**config.mk**
```make
export PLATFORM = sky130hd
export DESIGN_NAME = matrix_op_sequencer_flat
export DESIGN_NICKNAME = d
export VERILOG_FILES = /design/src/rtl/matrix_op_sequencer_pkg.sv /design/src/rtl/matrix_op_sequencer_if.sv /design/src/rtl/matrix_op_sequencer_wait_timer.sv /design/src/rtl/matrix_op_sequencer.sv /design/src/flat_wrapper.sv
export SDC_FILE = /design/constraint.sdc
export NUM_CORES = 1
export LEC_CHECK = 0
export CORE_AREA = 2 2 515 517
export CTS_CLUSTER_SIZE = 12
export DETAILED_ROUTE_END_ITERATION = 12
export DIE_AREA = 0 0 517 519
export GPL_TIMING_DRIVEN = 0
export HOLD_SLACK_MARGIN = 0.03
export PLACE_DENSITY_LB_ADDON = 0.1
export SETUP_SLACK_MARGIN = 0.4
export SYNTH_ARGS = -nofsm -noshare
export SYNTH_HDL_FRONTEND = slang
export SYNTH_SLANG_ARGS = --single-unit
export TNS_END_PERCENT = 30
```
**constraint.sdc**
```tcl
create_clock -name clk_i -period 3.2 [get_ports clk_i]
set_input_delay 0.64 -clock clk_i [delete_from_list [all_inputs] [get_ports clk_i]]
set_output_delay 0.64 -clock clk_i [all_outputs]
set_load 0.03 [all_outputs]
```
**src/rtl/matrix_op_sequencer_pkg.sv**
```systemverilog
// Shared types and constants for the matrix operation sequencer:
// state encoding, header field layout, operand offsets and op codes.
package matrix_ctrl_pkg;

  typedef enum logic [2:0] {
    ST_IDLE,
    ST_RD_HDR,
    ST_RD_A,
    ST_RD_B,
    ST_EXEC,
    ST_WR,
    ST_DONE,
    ST_ERR
  } state_e;

  localparam int SIZE_LSB = 0;
  localparam int OP_LSB   = 3;
  localparam int FIELD_W  = 3;

  localparam logic [FIELD_W-1:0] SIZE_MIN = 3'd2;
  localparam logic [FIELD_W-1:0] SIZE_MAX = 3'd5;

  localparam int OFF_A = 1;
  localparam int OFF_B = 2;
  localparam int OFF_C = 3;

  localparam logic [FIELD_W-1:0] OP_ADD       = 3'd0;
  localparam logic [FIELD_W-1:0] OP_SUB       = 3'd1;
  localparam logic [FIELD_W-1:0] OP_MUL       = 3'd2;
  localparam logic [FIELD_W-1:0] OP_TRANSPOSE = 3'd3;

  // Codes above OP_TRANSPOSE are reserved and rejected.
  function automatic logic hdr_valid(input logic [FIELD_W-1:0] size,
                                     input logic [FIELD_W-1:0] code);
    return (size >= SIZE_MIN) && (size <= SIZE_MAX) && (code <= OP_TRANSPOSE);
  endfunction

endpackage

```
**src/rtl/matrix_op_sequencer_if.sv**
```systemverilog
// RAM and matrix-unit bus driven by the sequencer (master) and served by
// the memory / arithmetic side (slave).
interface matrix_op_sequencer_if
  import matrix_ctrl_pkg::*;
#(
  parameter int ADDR_W = 8,
  parameter int DATA_W = 256
);

  logic [ADDR_W-1:0]  ram_addr;
  logic               ram_wren;
  logic [DATA_W-1:0]  ram_wdata;
  logic [DATA_W-1:0]  ram_rdata;
  logic [FIELD_W-1:0] op_size;
  logic [FIELD_W-1:0] op_code;
  logic [DATA_W-1:0]  op_a;
  logic [DATA_W-1:0]  op_b;
  logic               op_start;
  logic               op_done;
  logic [DATA_W-1:0]  op_result;

  modport master (
    output ram_addr, ram_wren, ram_wdata, op_size, op_code, op_a, op_b, op_start,
    input  ram_rdata, op_done, op_result
  );

  modport slave (
    input  ram_addr, ram_wren, ram_wdata, op_size, op_code, op_a, op_b, op_start,
    output ram_rdata, op_done, op_result
  );

endinterface

```
**src/rtl/matrix_op_sequencer_wait_timer.sv**
```systemverilog
// Clearable up-counter with a terminal-count compare; shared between the
// RAM read-latency wait and the execution timeout.
module mseq_wait_timer #(
  parameter int W = 10
) (
  input  logic         clk_i,
  input  logic         rst_ni,
  input  logic         clr_i,
  input  logic         en_i,
  input  logic [W-1:0] tc_val_i,
  output logic         tc_o
);

  logic [W-1:0] cnt_q, cnt_d;

  always_comb begin
    cnt_d = cnt_q;
    if (clr_i) begin
      cnt_d = '0;
    end else if (en_i) begin
      cnt_d = cnt_q + W'(1);
    end
  end

  always_ff @(posedge clk_i or negedge rst_ni) begin
    if (!rst_ni) begin
      cnt_q <= '0;
    end else begin
      cnt_q <= cnt_d;
    end
  end

  assign tc_o = (cnt_q == tc_val_i);

endmodule

```
**src/rtl/matrix_op_sequencer.sv**
```systemverilog
// Sequences one matrix operation: header/A/B reads, matrix-unit launch,
// result write-back, with header validation and an execution timeout.
module matrix_op_sequencer
  import matrix_ctrl_pkg::*;
#(
  parameter int ADDR_W  = 8,
  parameter int DATA_W  = 256,
  parameter int RD_LAT  = 2,
  parameter int TIMEOUT = 1024
) (
  input  logic                clk_i,
  input  logic                rst_ni,
  input  logic                start_i,
  input  logic [ADDR_W-1:0]   base_addr_i,
  output logic                busy_o,
  output logic                done_o,
  output logic                error_o,
  matrix_op_sequencer_if.master bus
);

  localparam int TW = ($clog2(TIMEOUT) > 3) ? $clog2(TIMEOUT) : 3;

  state_e             state_q, state_d;
  logic [ADDR_W-1:0]  base_q, base_d;
  logic [ADDR_W-1:0]  addr_q, addr_d;
  logic               wren_q, wren_d;
  logic [DATA_W-1:0]  wdata_q, wdata_d;
  logic [FIELD_W-1:0] size_q, size_d;
  logic [FIELD_W-1:0] code_q, code_d;
  logic [DATA_W-1:0]  opa_q, opa_d;
  logic [DATA_W-1:0]  opb_q, opb_d;
  logic               opstart_q, opstart_d;
  logic               busy_q, busy_d;
  logic               done_q, done_d;
  logic               error_q, error_d;

  logic               tmr_clr, tmr_en, tmr_tc;
  logic [TW-1:0]      tmr_val;
  logic [FIELD_W-1:0] hdr_size, hdr_code;

  assign hdr_size = bus.ram_rdata[SIZE_LSB +: FIELD_W];
  assign hdr_code = bus.ram_rdata[OP_LSB +: FIELD_W];

  // The timer waits RD_LAT in the read states and TIMEOUT-1 while executing.
  assign tmr_val = (state_q == ST_EXEC) ? TW'(TIMEOUT - 1) : TW'(RD_LAT);

  mseq_wait_timer #(.W(TW)) u_timer (
    .clk_i   (clk_i),
    .rst_ni  (rst_ni),
    .clr_i   (tmr_clr),
    .en_i    (tmr_en),
    .tc_val_i(tmr_val),
    .tc_o    (tmr_tc)
  );

  always_comb begin
    state_d   = state_q;
    base_d    = base_q;
    addr_d    = addr_q;
    wdata_d   = wdata_q;
    size_d    = size_q;
    code_d    = code_q;
    opa_d     = opa_q;
    opb_d     = opb_q;
    busy_d    = busy_q;
    error_d   = error_q;
    wren_d    = 1'b0;
    opstart_d = 1'b0;
    done_d    = 1'b0;
    tmr_clr   = 1'b0;
    tmr_en    = 1'b0;
    case (state_q)
      ST_IDLE, ST_ERR: begin
        if (start_i) begin
          base_d  = base_addr_i;
          addr_d  = base_addr_i;
          busy_d  = 1'b1;
          error_d = 1'b0;
          tmr_clr = 1'b1;
          state_d = ST_RD_HDR;
        end
      end
      ST_RD_HDR: begin
        if (tmr_tc) begin
          tmr_clr = 1'b1;
          size_d  = hdr_size;
          code_d  = hdr_code;
          if (hdr_valid(hdr_size, hdr_code)) begin
            addr_d  = base_q + ADDR_W'(OFF_A);
            state_d = ST_RD_A;
          end else begin
            error_d = 1'b1;
            busy_d  = 1'b0;
            state_d = ST_ERR;
          end
        end else begin
          tmr_en = 1'b1;
        end
      end
      ST_RD_A: begin
        if (tmr_tc) begin
          tmr_clr = 1'b1;
          opa_d   = bus.ram_rdata;
          addr_d  = base_q + ADDR_W'(OFF_B);
          state_d = ST_RD_B;
        end else begin
          tmr_en = 1'b1;
        end
      end
      ST_RD_B: begin
        if (tmr_tc) begin
          tmr_clr   = 1'b1;
          opb_d     = bus.ram_rdata;
          opstart_d = 1'b1;
          state_d   = ST_EXEC;
        end else begin
          tmr_en = 1'b1;
        end
      end
      // op_done is checked before the timeout so a late completion still wins.
      ST_EXEC: begin
        if (bus.op_done) begin
          wdata_d = bus.op_result;
          addr_d  = base_q + ADDR_W'(OFF_C);
          wren_d  = 1'b1;
          state_d = ST_WR;
        end else if (tmr_tc) begin
          error_d = 1'b1;
          busy_d  = 1'b0;
          state_d = ST_ERR;
        end else begin
          tmr_en = 1'b1;
        end
      end
      ST_WR: begin
        done_d  = 1'b1;
        busy_d  = 1'b0;
        state_d = ST_DONE;
      end
      ST_DONE: begin
        state_d = ST_IDLE;
      end
      default: begin
        state_d = ST_IDLE;
      end
    endcase
  end

  always_ff @(posedge clk_i or negedge rst_ni) begin
    if (!rst_ni) begin
      state_q   <= ST_IDLE;
      base_q    <= '0;
      addr_q    <= '0;
      wren_q    <= 1'b0;
      wdata_q   <= '0;
      size_q    <= '0;
      code_q    <= '0;
      opa_q     <= '0;
      opb_q     <= '0;
      opstart_q <= 1'b0;
      busy_q    <= 1'b0;
      done_q    <= 1'b0;
      error_q   <= 1'b0;
    end else begin
      state_q   <= state_d;
      base_q    <= base_d;
      addr_q    <= addr_d;
      wren_q    <= wren_d;
      wdata_q   <= wdata_d;
      size_q    <= size_d;
      code_q    <= code_d;
      opa_q     <= opa_d;
      opb_q     <= opb_d;
      opstart_q <= opstart_d;
      busy_q    <= busy_d;
      done_q    <= done_d;
      error_q   <= error_d;
    end
  end

  assign busy_o        = busy_q;
  assign done_o        = done_q;
  assign error_o       = error_q;
  assign bus.ram_addr  = addr_q;
  assign bus.ram_wren  = wren_q;
  assign bus.ram_wdata = wdata_q;
  assign bus.op_size   = size_q;
  assign bus.op_code   = code_q;
  assign bus.op_a      = opa_q;
  assign bus.op_b      = opb_q;
  assign bus.op_start  = opstart_q;

endmodule

```
**src/flat_wrapper.sv**
```systemverilog
// flat-port wrapper written by rule: the top's interface ports become plain ports
module matrix_op_sequencer_flat import matrix_ctrl_pkg::*;
#(
  parameter int ADDR_W  = 8,
  parameter int DATA_W  = 256,
  parameter int RD_LAT  = 2,
  parameter int TIMEOUT = 1024
)
  (clk_i, rst_ni, start_i, base_addr_i, busy_o, done_o, error_o, bus_ram_addr, bus_ram_wren, bus_ram_wdata, bus_op_size, bus_op_code, bus_op_a, bus_op_b, bus_op_start, bus_ram_rdata, bus_op_done, bus_op_result);
  matrix_op_sequencer_if #(.ADDR_W(ADDR_W), .DATA_W(DATA_W)) bus_i ();
  input  logic clk_i;
  input  logic rst_ni;
  input  logic start_i;
  input  logic [ADDR_W-1:0] base_addr_i;
  output logic busy_o;
  output logic done_o;
  output logic error_o;
  output wire logic [$bits(bus_i.ram_addr)-1:0] bus_ram_addr;
  output wire logic [$bits(bus_i.ram_wren)-1:0] bus_ram_wren;
  output wire logic [$bits(bus_i.ram_wdata)-1:0] bus_ram_wdata;
  output wire logic [$bits(bus_i.op_size)-1:0] bus_op_size;
  output wire logic [$bits(bus_i.op_code)-1:0] bus_op_code;
  output wire logic [$bits(bus_i.op_a)-1:0] bus_op_a;
  output wire logic [$bits(bus_i.op_b)-1:0] bus_op_b;
  output wire logic [$bits(bus_i.op_start)-1:0] bus_op_start;
  input wire logic [$bits(bus_i.ram_rdata)-1:0] bus_ram_rdata;
  input wire logic [$bits(bus_i.op_done)-1:0] bus_op_done;
  input wire logic [$bits(bus_i.op_result)-1:0] bus_op_result;
  assign bus_ram_addr = bus_i.ram_addr;
  assign bus_ram_wren = bus_i.ram_wren;
  assign bus_ram_wdata = bus_i.ram_wdata;
  assign bus_op_size = bus_i.op_size;
  assign bus_op_code = bus_i.op_code;
  assign bus_op_a = bus_i.op_a;
  assign bus_op_b = bus_i.op_b;
  assign bus_op_start = bus_i.op_start;
  assign bus_i.ram_rdata = bus_ram_rdata;
  assign bus_i.op_done = bus_op_done;
  assign bus_i.op_result = bus_op_result;
  matrix_op_sequencer #(.ADDR_W(ADDR_W), .DATA_W(DATA_W), .RD_LAT(RD_LAT), .TIMEOUT(TIMEOUT)) u_core (.clk_i(clk_i), .rst_ni(rst_ni), .start_i(start_i), .base_addr_i(base_addr_i), .busy_o(busy_o), .done_o(done_o), .error_o(error_o), .bus(bus_i));
endmodule
```
## Word-level counts from Yosys, hierarchy flattened

Index checks and enable logic that the tools add are counted.

| cells by class | value |
|---|---|
| add/subtract/negate cells | 4 |
| $lt $le $gt $ge | 3 |
| eq/ne operators | 18 |
| mux-type cells | 39 |
| reduce and logical (&&, ||, !) cells | 18 |

Operators with widths:

| kind | count |
|---|---|
| two-way mux 8 bit | 5 |
| case mux 8 bit (4 select lines) | 1 |
| two-way mux 10 bit | 3 |
| two-way mux 3 bit | 7 |
| case mux 3 bit (7 select lines) | 1 |
| two-way mux 1 bit | 18 |
| AND reduction 6 bit | 3 |
| adder 8 x 2 -> 8 bit (second input constant) | 2 |
| == test 3 bit (second input constant) | 4 |
| adder 10 x 1 -> 10 bit (second input constant) | 1 |
| == test 10 bit | 1 |
| inequality test 2 x 1 -> 1 bit (second input constant) | 5 |
| AND reduction 2 bit | 5 |
| adder 8 x 1 -> 8 bit (second input constant) | 1 |
| inequality test 2 bit (second input constant) | 4 |
| nonzero test 4 bit | 2 |
| == test 3 x 2 -> 1 bit (second input constant) | 2 |
| AND reduction 5 bit | 1 |
| case mux 1 bit (2 select lines) | 2 |
| case mux 1 bit (4 select lines) | 1 |
| == test 3 x 1 -> 1 bit (second input constant) | 1 |
| >= comparator 3 x 2 -> 1 bit (second input constant) | 1 |
| less-or-equal comparator 3 x 2 -> 1 bit (second input constant) | 1 |
| less-or-equal comparator 3 bit (second input constant) | 1 |
| 8 further kinds | 9 |

| storage, ports and cells | value |
|---|---|
| register bits after elaboration | 808 |
| bits of input ports | 524 |
| output and inout bits | 787 |
| logic and storage cells | 96 |

## Depth between registers and ports, before layout

| depth | value |
|---|---|
| depth in word-level cells | 8 |
| depth in mapped cells | 9 |

## Hierarchy

From an unflattened synthesis, not the netlist that was laid out.

| second synthesis, totals | value |
|---|---|
| cells, all modules | 2410 |
| area total of the unflattened synthesis | 32311.0 µm² |

Modules (own cells, without submodules):

| module | instances | cells an instance | area an instance (µm²) | sequential area each (µm²) |
|---|---|---|---|---|
| matrix_op_sequencer | 1 | 2349 | 31716.7 | 19969.2 |
| mseq_wait_timer | 1 | 61 | 594.3 | 250.2 |

## Worst setup path before layout

No wires, ideal clock.

| timing path | value |
|---|---|
| kind | flip-flop to flip-flop |
| start | register u_core.state_q[1] |
| end | register u_core.opa_q[0], in the netlist u_core.bus.op_a[0] |
| library setup time | 127 ps |
| arrival time | 2145 ps |
| data required time | 3073 ps |
| setup slack | 927 ps |
| stages on the path, launching flop included | 8 |
| cells stage by stage | dfrtp_1 -> or3b_4 -> nor4_4 -> nor2_2 -> nor2_4 -> buf_4 -> buf_6 -> mux2_1 |

| between the ends | value |
|---|---|
| word-level cells in the longest chain between the ends | 4 |
| elaborated cells between the ends (all ways) | 5 |

Ends and longest elaborated chain:

| element | line | text |
|---|---|---|
| start, declared | matrix_op_sequencer.sv:23 | `state_e state_q, state_d;` |
| start signal, assigned | matrix_op_sequencer.sv:165 | `state_q <= state_d;` |
| == test 3 bit | matrix_op_sequencer.sv:45 | `assign tmr_val = (state_q == ST_EXEC) ? TW'(TIMEOUT - 1) : TW'(RD_LAT);` |
| two-way mux 10 bit | matrix_op_sequencer.sv:45 |  |
| == test 10 bit | matrix_op_sequencer_wait_timer.sv:33 | `assign tc_o = (cnt_q == tc_val_i);` |
| AND reduction 2 bit (no source line) * | n/a |  |
| end signal, assigned | matrix_op_sequencer.sv:172 | `opa_q <= opa_d;` |
| end, declared | matrix_op_sequencer.sv:30 | `logic [DATA_W-1:0] opa_q, opa_d;` |

Every way passes the cells marked *; elsewhere a longest branch is shown, timed or not.
A chain may end at the register's enable or synchronous reset.

## Final worst setup path

| timing path | value |
|---|---|
| start | register u_core.wdata_q[211], in the netlist u_core.bus.ram_wdata[211] |
| end | output bus_ram_wdata[211] |

RTL lines:

| element | line | text |
|---|---|---|
| start, declared | matrix_op_sequencer.sv:27 | `logic [DATA_W-1:0] wdata_q, wdata_d;` |
| start signal, assigned | matrix_op_sequencer.sv:169 | `wdata_q <= wdata_d;` |
| end, declared | flat_wrapper.sv:20 | `output wire logic [$bits(bus_i.ram_wdata)-1:0] bus_ram_wdata;` |

No word-level cell between the ends.

==> metrics.md <==
| Metric | Value |
|---|---|
| Violated checks | hold timing |
| Final HPWL DP | 147000 µm |
| Dominant register cell in the synthesized netlist | dfrtp_1 |
| Worst slew pin tran | 934 ps |
| Finished Cell Area | 0.0528 mm² |
| CP delay by family, top | buffers and inverters |
| Number of buffers added by the clock tree synthesis step | roughly 110 |
| Crit path to | bus_ram_wdata[211] |
| Setup repair after global routing missed its margin | true |
| Clock H-tree levels | 3 |
| Via count of the routed design | approximately 24000 |
| Number of port buffers | about 1300 |
| Critical Path RT | 2560 ps |
| Switching power of the nets | roughly 26 mW |
| Flop2flop setup slack | about 500 ps |
| Final slew viol count | 0 |
| Fraction of met2 tracks used by global routing | 23.9% |
| Most common cell after layout, fill and taps aside | clkdlybuf4s50_1 |
| First drt pass iteration count | 7 |
| Number of enable flip-flop cells after synthesis | 0 |
| First-pass GRT wire length | roughly 240000 µm |
| Final setup violation count | 0 |
| GRT busiest layer | met2 |
| Depth of the most critical reg-to-reg path | 8 |
| Reg power frac | 29.5% |
| Drt wl/cell | around 24 µm |
| Layout overhead on the synthesized area | 70.9% |
| Final Hold Vio Count | 95 |
| Critical path class | register to output port |
| Number of placed I/O pins | about 1300 |
| Clock tree from TritonCTS | done |
| Post-DP Area | just under 0.05 mm² |
| Worst setup startpoint | u_core.bus.ram_wdata[211] |
| Count of synthesis-stage warnings from yosys | 0 |
| Die width | 517 µm |
| Startpoint of the worst register-to-register path | u_core.state_q[1] |
| Crit-path max cell delay | around 760 ps |
| Core area | around 0.26 mm² |
| Total negative slack for setup checks | 0 ps |
| Count of buffering cells on the critical path with inverters included | 1 |
| Via count of the first global-routing pass | between 20000 and 30000 |
| Area of the die | ~0.27 mm² |
| Starting utilization of the core area | a little under an eighth |
| Ranking of synthesized cells by area | dfrtp_1 65%, mux2_2 11%, nand2_1 9.6%, mux2_1 8.8%, clkbuf_1 0.91% |
| Global-route met3 utilization | 6.55% |
| Clock Power Share | approximately 22% |
| Final layout net count | roughly 4400 |
| Internal power consumption | ~34 mW |
| Peak Freq | roughly 360 MHz |
| Chain of cells forming the critical path | clkdlybuf4s50_1 |
| Leading cell types in the layout, fill and taps excluded | 1309 x clkdlybuf4s50_1, 808 x dfrtp_1, 786 x nand2_1 |
| RR Endpoint | u_core.bus.op_a[125] |
| Clock-pin slew reported for the worst setup and hold paths after clock tree synthesis | about 60 ps |
| Worst-case clock buffer depth | 3 |
| Congestion Overflow GR | 0 |
| Share of the clock period used by the worst path | a little under nine tenths |
| Result of the run | complete, but fails checks |
| Synth Net Count | between 2000 and 3000 |
| Cell taking the most area after synthesis | dfrtp_1 |
| Number of antenna violations at the first check in global routing | just under 100 |
| Number of cells on the critical path | 1 |
| Register area share after synthesis | between 60% and 70% |
| Post-synthesis sequential element count | approximately 810 |
| Detailed Route WL | ~180000 µm |
| Clock root buffer | clkbuf_16 |
| Async S/R FF share, synth | 100% |
| Max-slew headroom | a little under two fifths |
| Post-route antenna net violation count | 0 |
| Critical Path Slowest Stage Cell | clkdlybuf4s50_1 |
| Final std cells w/o fill | 7485 |
| Worst hold-check path type | primary input to async pin |
| Placed Instances | a little over 7000 |
| Tmin final | roughly 2800 ps |
| Synthesized netlist cell count | 2402 |
| GR Util All Layers | 13.2% |
| Worst path arrival time | 2110 ps |
| Synthesized area per cell | between 10 and 15 µm² |
| Worst setup SP type | register |
| Later-pin clock latency in the skew report | 780 ps |
| Clock skew | approximately 53 ps |
| Leakage component of the power | approximately 22 nW |
| Mean number of vias per cell | approximately 3.2 |
| Final-layout fill cell count | about 29000 |
| Maximum number of pins on one net before global-route repair | roughly 100 |
| Share of Yosys cell area claimed by the top area cell type | 65.5% |
| Power Dens Cells | 1150 mW/mm² |
| Met1 layer usage reported by global route | 13.4% |
| Unique masters post-synth | 60 |
| Worst-path fanout max | 2 |
| Drt initial violations | 800 |
| Max-cap violation count | 0 |
| Crit end category | output port |
| Comb power frac | between 40% and 50% |
| Cell Rows | between 150 and 200 |
| Netlist area before placement | about 0.031 mm² |
| Switching Share | 43.2% |
| Peak supply drop | between 0.4 and 0.5 mV |
| Die Height | about 520 µm |
| Post-route DRC violation count | 0 |
| Post-route worst hold slack | -162 ps |
| Post-layout total power | between 60 and 70 mW |
| Fraction of layout cells with a size suffix above 1 | between 15 and 20% |
| RD Place Congestion | just under 0.8 |
| Number of sinks on the clock net | slightly above 800 |
==> power by group through the flow <==
stage	clock (mW)	sequential, mW	combinational [mW]
floorplan	0	26.8	5.35
global placement	0	18.2	30.1
detailed placement	0	18.1	30.1
CTS	13.8	18.0	30.2
global route	14.2	18.5	31.1
finish	13.1	17.8	29.4
==> registers in the layout (all words and copies together) (netlist names) <==
register	count
u_core.base_q	8
u_core.state_q	3
u_core.bus.ram_wdata	256
u_core.bus.ram_addr	8
u_core.busy_o	1
u_core.bus.ram_wren	1
u_core.bus.op_start	1
u_core.error_o	1
u_core.done_o	1
u_core.bus.op_size	3
u_core.bus.op_b	256
u_core.u_timer.cnt_q	10
u_core.bus.op_a	256
u_core.bus.op_code	3
==> repair_timing <==
| action | 4_1_cts | 5_1_grt |
|---|---|---|
| buffers inserted | 2 | 2 |
| pin swaps | 2 | 1 |
| setup endpoints to repair | 779 | 738 |
| resized for setup | 73 | 39 |
| hold endpoints to repair | 95 | 95 |
==> metal layers <==
| metal | vias up | share of wire, % |
|---|---|---|
| met5 | - | 0.34 |
| met4 | 96 | 2.3 |
| met3 | 298 | 11 |
| met2 | 1011 | 51 |
| met1 | 11800 | 35 |
| li1 | 10900 | - |
==> metrics by stage <==
stage | worst slack (ps) | utilization, %
2_1_floorplan | 927 | -
3_3_place_gp | -44090 | 18.4
3_5_place_dp | -1100 | 18.5
4_1_cts | 222 | 20.0
5_1_grt | 302 | 20.0
6_report | 449 | 20.0
==> worst min-delay path by stage <==
stage	depth (start not counted)	end	slack (ps)
floorplan	0	u_core.base_q[0]	340
global placement	2	u_core.bus.op_b[140]	450
detailed placement	2	u_core.bus.op_b[140]	450
CTS	1	u_core.bus.op_a[38]	-100
global route	1	u_core.bus.op_a[38]	-200
finish	1	u_core.bus.op_a[38]	-160
==> cell type report <==
cell class	instances	area, µm²	area share (%)
multi-input cells	1461	9970	18.9
repair buffers	1322	13400	25.4
clock inverters	29	409	0.776
diodes	16	40.0	0.0759
well taps	3533	4420	8.38
plain buffers	124	858	1.63
inverters	9	33.8	0.0640
clock buffers	183	3420	6.49
flip-flops and latches	808	20200	38.3
==> kinds of logic after synthesis <==
| kind of cell | after synthesis | synth area share (%) |
|---|---|---|
| buffers and inverters | 133 | 2.31 |
| adders and majority gates | 4 | 0.186 |
| DFF | 808 | 65.5 |
| and+or+nand+nor | 862 | 11.0 |
| muxes | 534 | 19.5 |
| xor gates and xnor gates | 12 | 0.340 |
| AOI/OAI and AO/OA | 49 | 1.19 |
==> cells in the mapped netlist (7+ instances only) <==
library cell	instances
nand3_1	7
mux2_2	293
nand2_1	787
buf_6	24
mux2_1	240
clkbuf_1	75
buf_2	19
inv_1	9
nor2_1	27
a21oi_1	9
xnor2_1	11
o21ai_0	8
dfrtp_1	808
==> worst register-to-register path, stage by stage (launching register included) <==
cell     delay (ps)
dfrtp_1         410
or3b_4          470
nor4_4          390
nor2_2          160
nor2_4          150
buf_12          150
buf_4           280
buf_6           250
mux2_1          340
(Power assumes the default switching activity.)
